===== src/rtl/imem_loader.sv =====
// Instruction-memory loader: receives a length-prefixed little-endian byte
// stream, writes assembled 32-bit words into instruction memory and holds the
// core in reset until the full image has been written.
module imem_loader #(
  parameter int ADDR_W = 6
) (
  input  logic              clk,
  input  logic              reset,
  input  logic              byte_valid,
  input  logic [7:0]        byte_data,
  output logic              byte_ready,
  input  logic              reload,
  output logic              wr_en,
  output logic [ADDR_W+1:0] wr_addr,
  output logic [31:0]       wr_data,
  output logic              core_reset,
  output logic              done,
  output logic              overflow
);

  typedef enum logic [2:0] {
    S_LEN_LO,
    S_LEN_HI,
    S_DATA,
    S_FLUSH,
    S_DONE
  } state_t;

  // Number of word slots actually present in the memory.
  localparam logic [16:0] CAPACITY = 17'(1) << ADDR_W;

  state_t              state_reg, state_next;
  logic [15:0]         n_reg, n_next;
  logic [15:0]         word_cnt_reg, word_cnt_next;
  logic [1:0]          byte_idx_reg, byte_idx_next;
  logic [23:0]         word_buf_reg, word_buf_next;
  logic                wr_en_reg, wr_en_next;
  logic [ADDR_W+1:0]   wr_addr_reg, wr_addr_next;
  logic [31:0]         wr_data_reg, wr_data_next;
  logic                core_reset_reg, core_reset_next;
  logic                done_reg, done_next;
  logic                overflow_reg, overflow_next;

  logic                accept;
  logic                in_range;
  logic [31:0]         full_word;

  // Loading states are the only ones that take bytes.
  assign byte_ready = (state_reg == S_LEN_LO) || (state_reg == S_LEN_HI) ||
                      (state_reg == S_DATA);
  assign accept     = byte_valid && byte_ready;
  assign in_range   = {1'b0, word_cnt_reg} < CAPACITY;
  assign full_word  = {byte_data, word_buf_reg};

  // Next-state and next-output computation; everything visible is registered.
  always_comb begin
    state_next    = state_reg;
    n_next        = n_reg;
    word_cnt_next = word_cnt_reg;
    byte_idx_next = byte_idx_reg;
    word_buf_next = word_buf_reg;
    wr_en_next    = 1'b0;
    wr_addr_next  = wr_addr_reg;
    wr_data_next  = wr_data_reg;
    overflow_next = overflow_reg;

    case (state_reg)
      S_LEN_LO: begin
        if (accept) begin
          n_next[7:0] = byte_data;
          state_next  = S_LEN_HI;
        end
      end
      S_LEN_HI: begin
        if (accept) begin
          n_next[15:8] = byte_data;
          state_next   = ({byte_data, n_reg[7:0]} != 16'd0) ? S_DATA : S_FLUSH;
        end
      end
      S_DATA: begin
        if (accept) begin
          byte_idx_next = byte_idx_reg + 2'd1;
          case (byte_idx_reg)
            2'd0: word_buf_next[7:0]   = byte_data;
            2'd1: word_buf_next[15:8]  = byte_data;
            2'd2: word_buf_next[23:16] = byte_data;
            default: begin
              // Words beyond the memory are swallowed and flagged instead.
              if (in_range) begin
                wr_en_next   = 1'b1;
                wr_addr_next = {word_cnt_reg[ADDR_W-1:0], 2'b00};
                wr_data_next = full_word;
              end else begin
                overflow_next = 1'b1;
              end
              word_cnt_next = word_cnt_reg + 16'd1;
              if (word_cnt_reg == n_reg - 16'd1) begin
                state_next = S_FLUSH;
              end
            end
          endcase
        end
      end
      S_FLUSH: begin
        state_next = S_DONE;
      end
      S_DONE: begin
        if (reload) begin
          state_next    = S_LEN_LO;
          n_next        = 16'd0;
          word_cnt_next = 16'd0;
          byte_idx_next = 2'd0;
          overflow_next = 1'b0;
        end
      end
      default: begin
        state_next = S_LEN_LO;
      end
    endcase

    core_reset_next = (state_next != S_DONE);
    done_next       = (state_next == S_DONE);
  end

  // State and output registers; reset wins over everything else.
  always_ff @(posedge clk) begin
    if (reset) begin
      state_reg      <= S_LEN_LO;
      n_reg          <= 16'd0;
      word_cnt_reg   <= 16'd0;
      byte_idx_reg   <= 2'd0;
      word_buf_reg   <= 24'd0;
      wr_en_reg      <= 1'b0;
      wr_addr_reg    <= '0;
      wr_data_reg    <= 32'd0;
      core_reset_reg <= 1'b1;
      done_reg       <= 1'b0;
      overflow_reg   <= 1'b0;
    end else begin
      state_reg      <= state_next;
      n_reg          <= n_next;
      word_cnt_reg   <= word_cnt_next;
      byte_idx_reg   <= byte_idx_next;
      word_buf_reg   <= word_buf_next;
      wr_en_reg      <= wr_en_next;
      wr_addr_reg    <= wr_addr_next;
      wr_data_reg    <= wr_data_next;
      core_reset_reg <= core_reset_next;
      done_reg       <= done_next;
      overflow_reg   <= overflow_next;
    end
  end

  assign wr_en      = wr_en_reg;
  assign wr_addr    = wr_addr_reg;
  assign wr_data    = wr_data_reg;
  assign core_reset = core_reset_reg;
  assign done       = done_reg;
  assign overflow   = overflow_reg;

endmodule


===== config.mk =====
export PLATFORM = sky130hd
export DESIGN_NAME = imem_loader
export DESIGN_NICKNAME = d
export VERILOG_FILES = /design/src/rtl/imem_loader.sv
export SDC_FILE = /design/constraint.sdc
export NUM_CORES = 1
export LEC_CHECK = 0
export CAP_MARGIN = 25
export CORE_MARGIN = 1.5
export CORE_UTILIZATION = 49
export CTS_BUF_LIST = sky130_fd_sc_hd__clkbuf_8
export CTS_CLUSTER_DIAMETER = 120
export DETAILED_ROUTE_END_ITERATION = 10
export PLACE_DENSITY = 0.72
export SYNTH_ARGS = -nofsm -noshare
export SYNTH_HDL_FRONTEND = slang
export SYNTH_SLANG_ARGS = --single-unit

===== constraint.sdc =====
create_clock -name clk -period 2.16 [get_ports clk]
set_input_delay 0.54 -clock clk [delete_from_list [all_inputs] [get_ports clk]]
set_output_delay 0.54 -clock clk [all_outputs]
set_load 0.01 [all_outputs]

==> flow_summary.ini <==
[sta]
final.setup.tns_ns = 0
finalCriticalPeriod_ns = 2.14
hold-worst-slack_ns = 0.457
finalCritPeriodShare = 0.992
worst_pin_slew_ns = 0.529
fmax_mhz = 467
finalHoldViolCount = 0
fin_skew_ns = 0.00854
drv_slew = 0
relSlewSlack = 0.645
finalSetupViolations = 0

[pwr]
pwr-share-seq = 0.550
combPwrFrac = 0.125
power.switching_mw = 0.990
p_int_mw = 2.55
powerDensity_nw_per_um2 = 642
clockPowerShare = 0.325
p_leak_nw = 1.91
vdd_drop_max_mv = 0.396
switching_share = 0.279

[floorplanning]
dieHeight_um = 98.2
start_util = 0.507
die_area_um2 = 9640
die_w_um = 98.2
placementRows = 34
core_area_um2 = 8760
ios = 57

[clock_network]
numCtsBuffers = 9
clkTransAtPathRegs_ns = 0.10
clock_latency_ns = 0.37
htree_levels = 3
cts_tree = yes
cts_root_buf = clkbuf_8
cts_buffer_depth = 2
cts_setup_buffers = 0
cts_sinks = 103

[cells_and_area]
layout.cells.non_filler = 735
antenna_cells = 0
utilization = 0.630
design_area_um2 = 5520
syn_to_final_growth_pct = 24.4
largest_register_ffs = 32
drive_above_1_share = 0.115
fillerInstances = 756
fin_nets = 640

[worst_setup_path]
cp_max_fo = 5
worst-r2r-cell-count = 6
r2r_end = state_reg[0]
required_ns = 2.41
r2r_start = n_reg[4]
cpPeakStageDelay_ns = 0.60
critPathKind = register to register
critPathCaptureType = register
worstPathArrival_ns = 2.40
cp_slowest_cell = or4_4
crit_chain = or4_4, or3_4, a21oi_1, o32ai_1, o221ai_1, o21ai_1
startpoint_type = register
r2r_slack_ns = 0.02

[yosys]
yosys_warnings = 0
synth_cells = 555
synth_area_per_cell_um2 = 8.00
synth_top_cell_by_area = dfxtp_1
yosysUniqueCellTypes = 44
synth.cell_area_um2 = 4440
synth_async_sr_flop_share = 0
synth.area.top_cells = dfxtp_1 46%, nand2_1 10%, a21oi_1 8.7%, nand3_1 5.0%, xnor2_1 3.7%
yosys_register_bits = 103
synth-main-ff-cell = dfxtp_1
synth_top_area_share = 0.464
yosysSeqAreaShare = 0.464
synth_enable_flop_cells = 0

[hold_path]
min_to = wr_data[23]
hp-start = wr_data[23]
hold_class = register to register
holdPathStages = 2

[global_route]
grt_antenna_before_repair = 0
grt_pass1_vias = 3790
grt_pass1_wl_mm = 18.2
grt_overflow = 0
grt_max_degree = 89
grt_usage = 0.232

[routing]
drtAntennaViolNets = 0
drt-initial-drc-count = 423
drc_errors = 0
via_per_inst = 5.54
drtPass1Iterations = 5
routedWlPerCell_um = 15.2
vias = 4074
wirelength_mm = 11.2

[placement]
dp.cells = 719
io_buffers = 54
globalplace.congestion = 0.964
dpl.hpwl_mm = 7.53
dpl_cell_area_um2 = 5280

[status]
status = completed

[run]
cap_violations = 0
-- how the worst max path moves through the flow --
stage,startpoint,end,slack [ns],cells after the start
after floorplan,byte_valid,wr_data[18],0.21,8
after global placement,byte_valid,word_cnt_reg[14],-0.27,7
after detailed placement,byte_valid,word_cnt_reg[14],-0.32,7
after CTS,byte_valid,word_cnt_reg[14],0.06,7
after global routing,byte_valid,word_cnt_reg[15],-0.007,7
final,n_reg[4],state_reg[0],0.02,6
-- cell type report --
class	count	area, um2	area share
well taps	108	135	0.0245
repair buffers	92	857	0.155
clock buffers	9	124	0.0224
flip-flops and latches	103	2060	0.373
inverters	14	52.6	0.00952
clock inverters	7	63.8	0.0116
multi-input cells	402	2230	0.403
-- power by group through the flow --
stage / clock, mW / combinational [mW] / sequential [mW]
after floorplan: 0 / 0.264 / 1.99
after global placement: 0 / 0.394 / 1.99
after detailed placement: 0 / 0.402 / 1.99
after CTS: 1.18 / 0.405 / 1.95
after global routing: 1.25 / 0.478 / 1.95
final: 1.15 / 0.442 / 1.95
-- logic make-up (layout without fill, tap and decap cells) --
logic type	Yosys count	count (layout)	synth area share
other cells	1	2	0.000844
simple gates	249	249	0.256
xor+xnor	35	35	0.0690
flops	103	103	0.464
fa+ha+maj	6	6	0.0169
mux	4	4	0.00986
compound gates	106	106	0.135
buf+inv	51	122	0.0485
-- per-layer routing --
| layer | up-vias | track usage | share of wire |
|---|---|---|---|
| li1 | 2014 | - | - |
| met1 | 1895 | 0.321 | 0.45 |
| met2 | 148 | 0.371 | 0.47 |
| met3 | 17 | 0.0451 | 0.068 |
| met4 | 0 | 0.0628 | 0.013 |
| met5 | - | 0 | 0 |
-- metrics by stage --
stage / setup WS [ns] / power [mW]
floorplan: 0.209 / 2.25
global placement: -0.270 / 2.38
detailed placement: -0.321 / 2.39
CTS: 0.0605 / 3.53
global route: -0.00741 / 3.68
finish: 0.0167 / 3.54
-- synth_stat cells, types with 3 or more instances --
library cell,count
nor4_1,11
xnor2_1,19
ha_1,6
nor2_1,39
a31oi_1,3
nand2_1,120
nand3_1,44
o21ai_0,4
nand4_1,6
xor2_1,16
nor3_1,7
buf_2,7
a22oi_1,10
a21oi_1,77
clkbuf_1,27
inv_1,14
and2_1,3
dfxtp_1,103
mux2_2,3
-- placed cells by master, fill, tap and decap left out, types with 2 or more instances in the layout --
cell	instances
a22oi_1	10
nand3b_1	2
nor4_1	10
buf_4	35
nand3_1	44
buf_12	3
o31ai_1	2
ha_1	6
o21ai_1	2
conb_1	2
nor3_1	6
xor2_1	16
mux2_2	3
a21oi_1	77
a31oi_1	3
and2_1	3
xnor2_1	18
nand4_1	6
and3_1	2
nand2b_1	2
or4_4	2
inv_1	14
inv_6	4
nor4_4	2
clkbuf_8	9
or4_1	2
nand2_1	120
nor2_1	38
clkdlybuf4s50_1	52
o21ai_0	4
dfxtp_1	103
-- critical path: cells and delay by family (launching register included) --
| family | cells | cell delay, ns |
|---|---|---|
| and+or+nand+nor | 2 | 1.02 |
| AOI/OAI and AO/OA | 4 | 0.69 |
| DFF | 1 | 0.33 |
-- repair_timing --
action	in CTS	in global routing
setup endpoints to repair	1	4
pin swaps	0	4
resized for setup	1	9
hold buffers	0	0
Note: power is estimated with default switching activity, not from simulation.
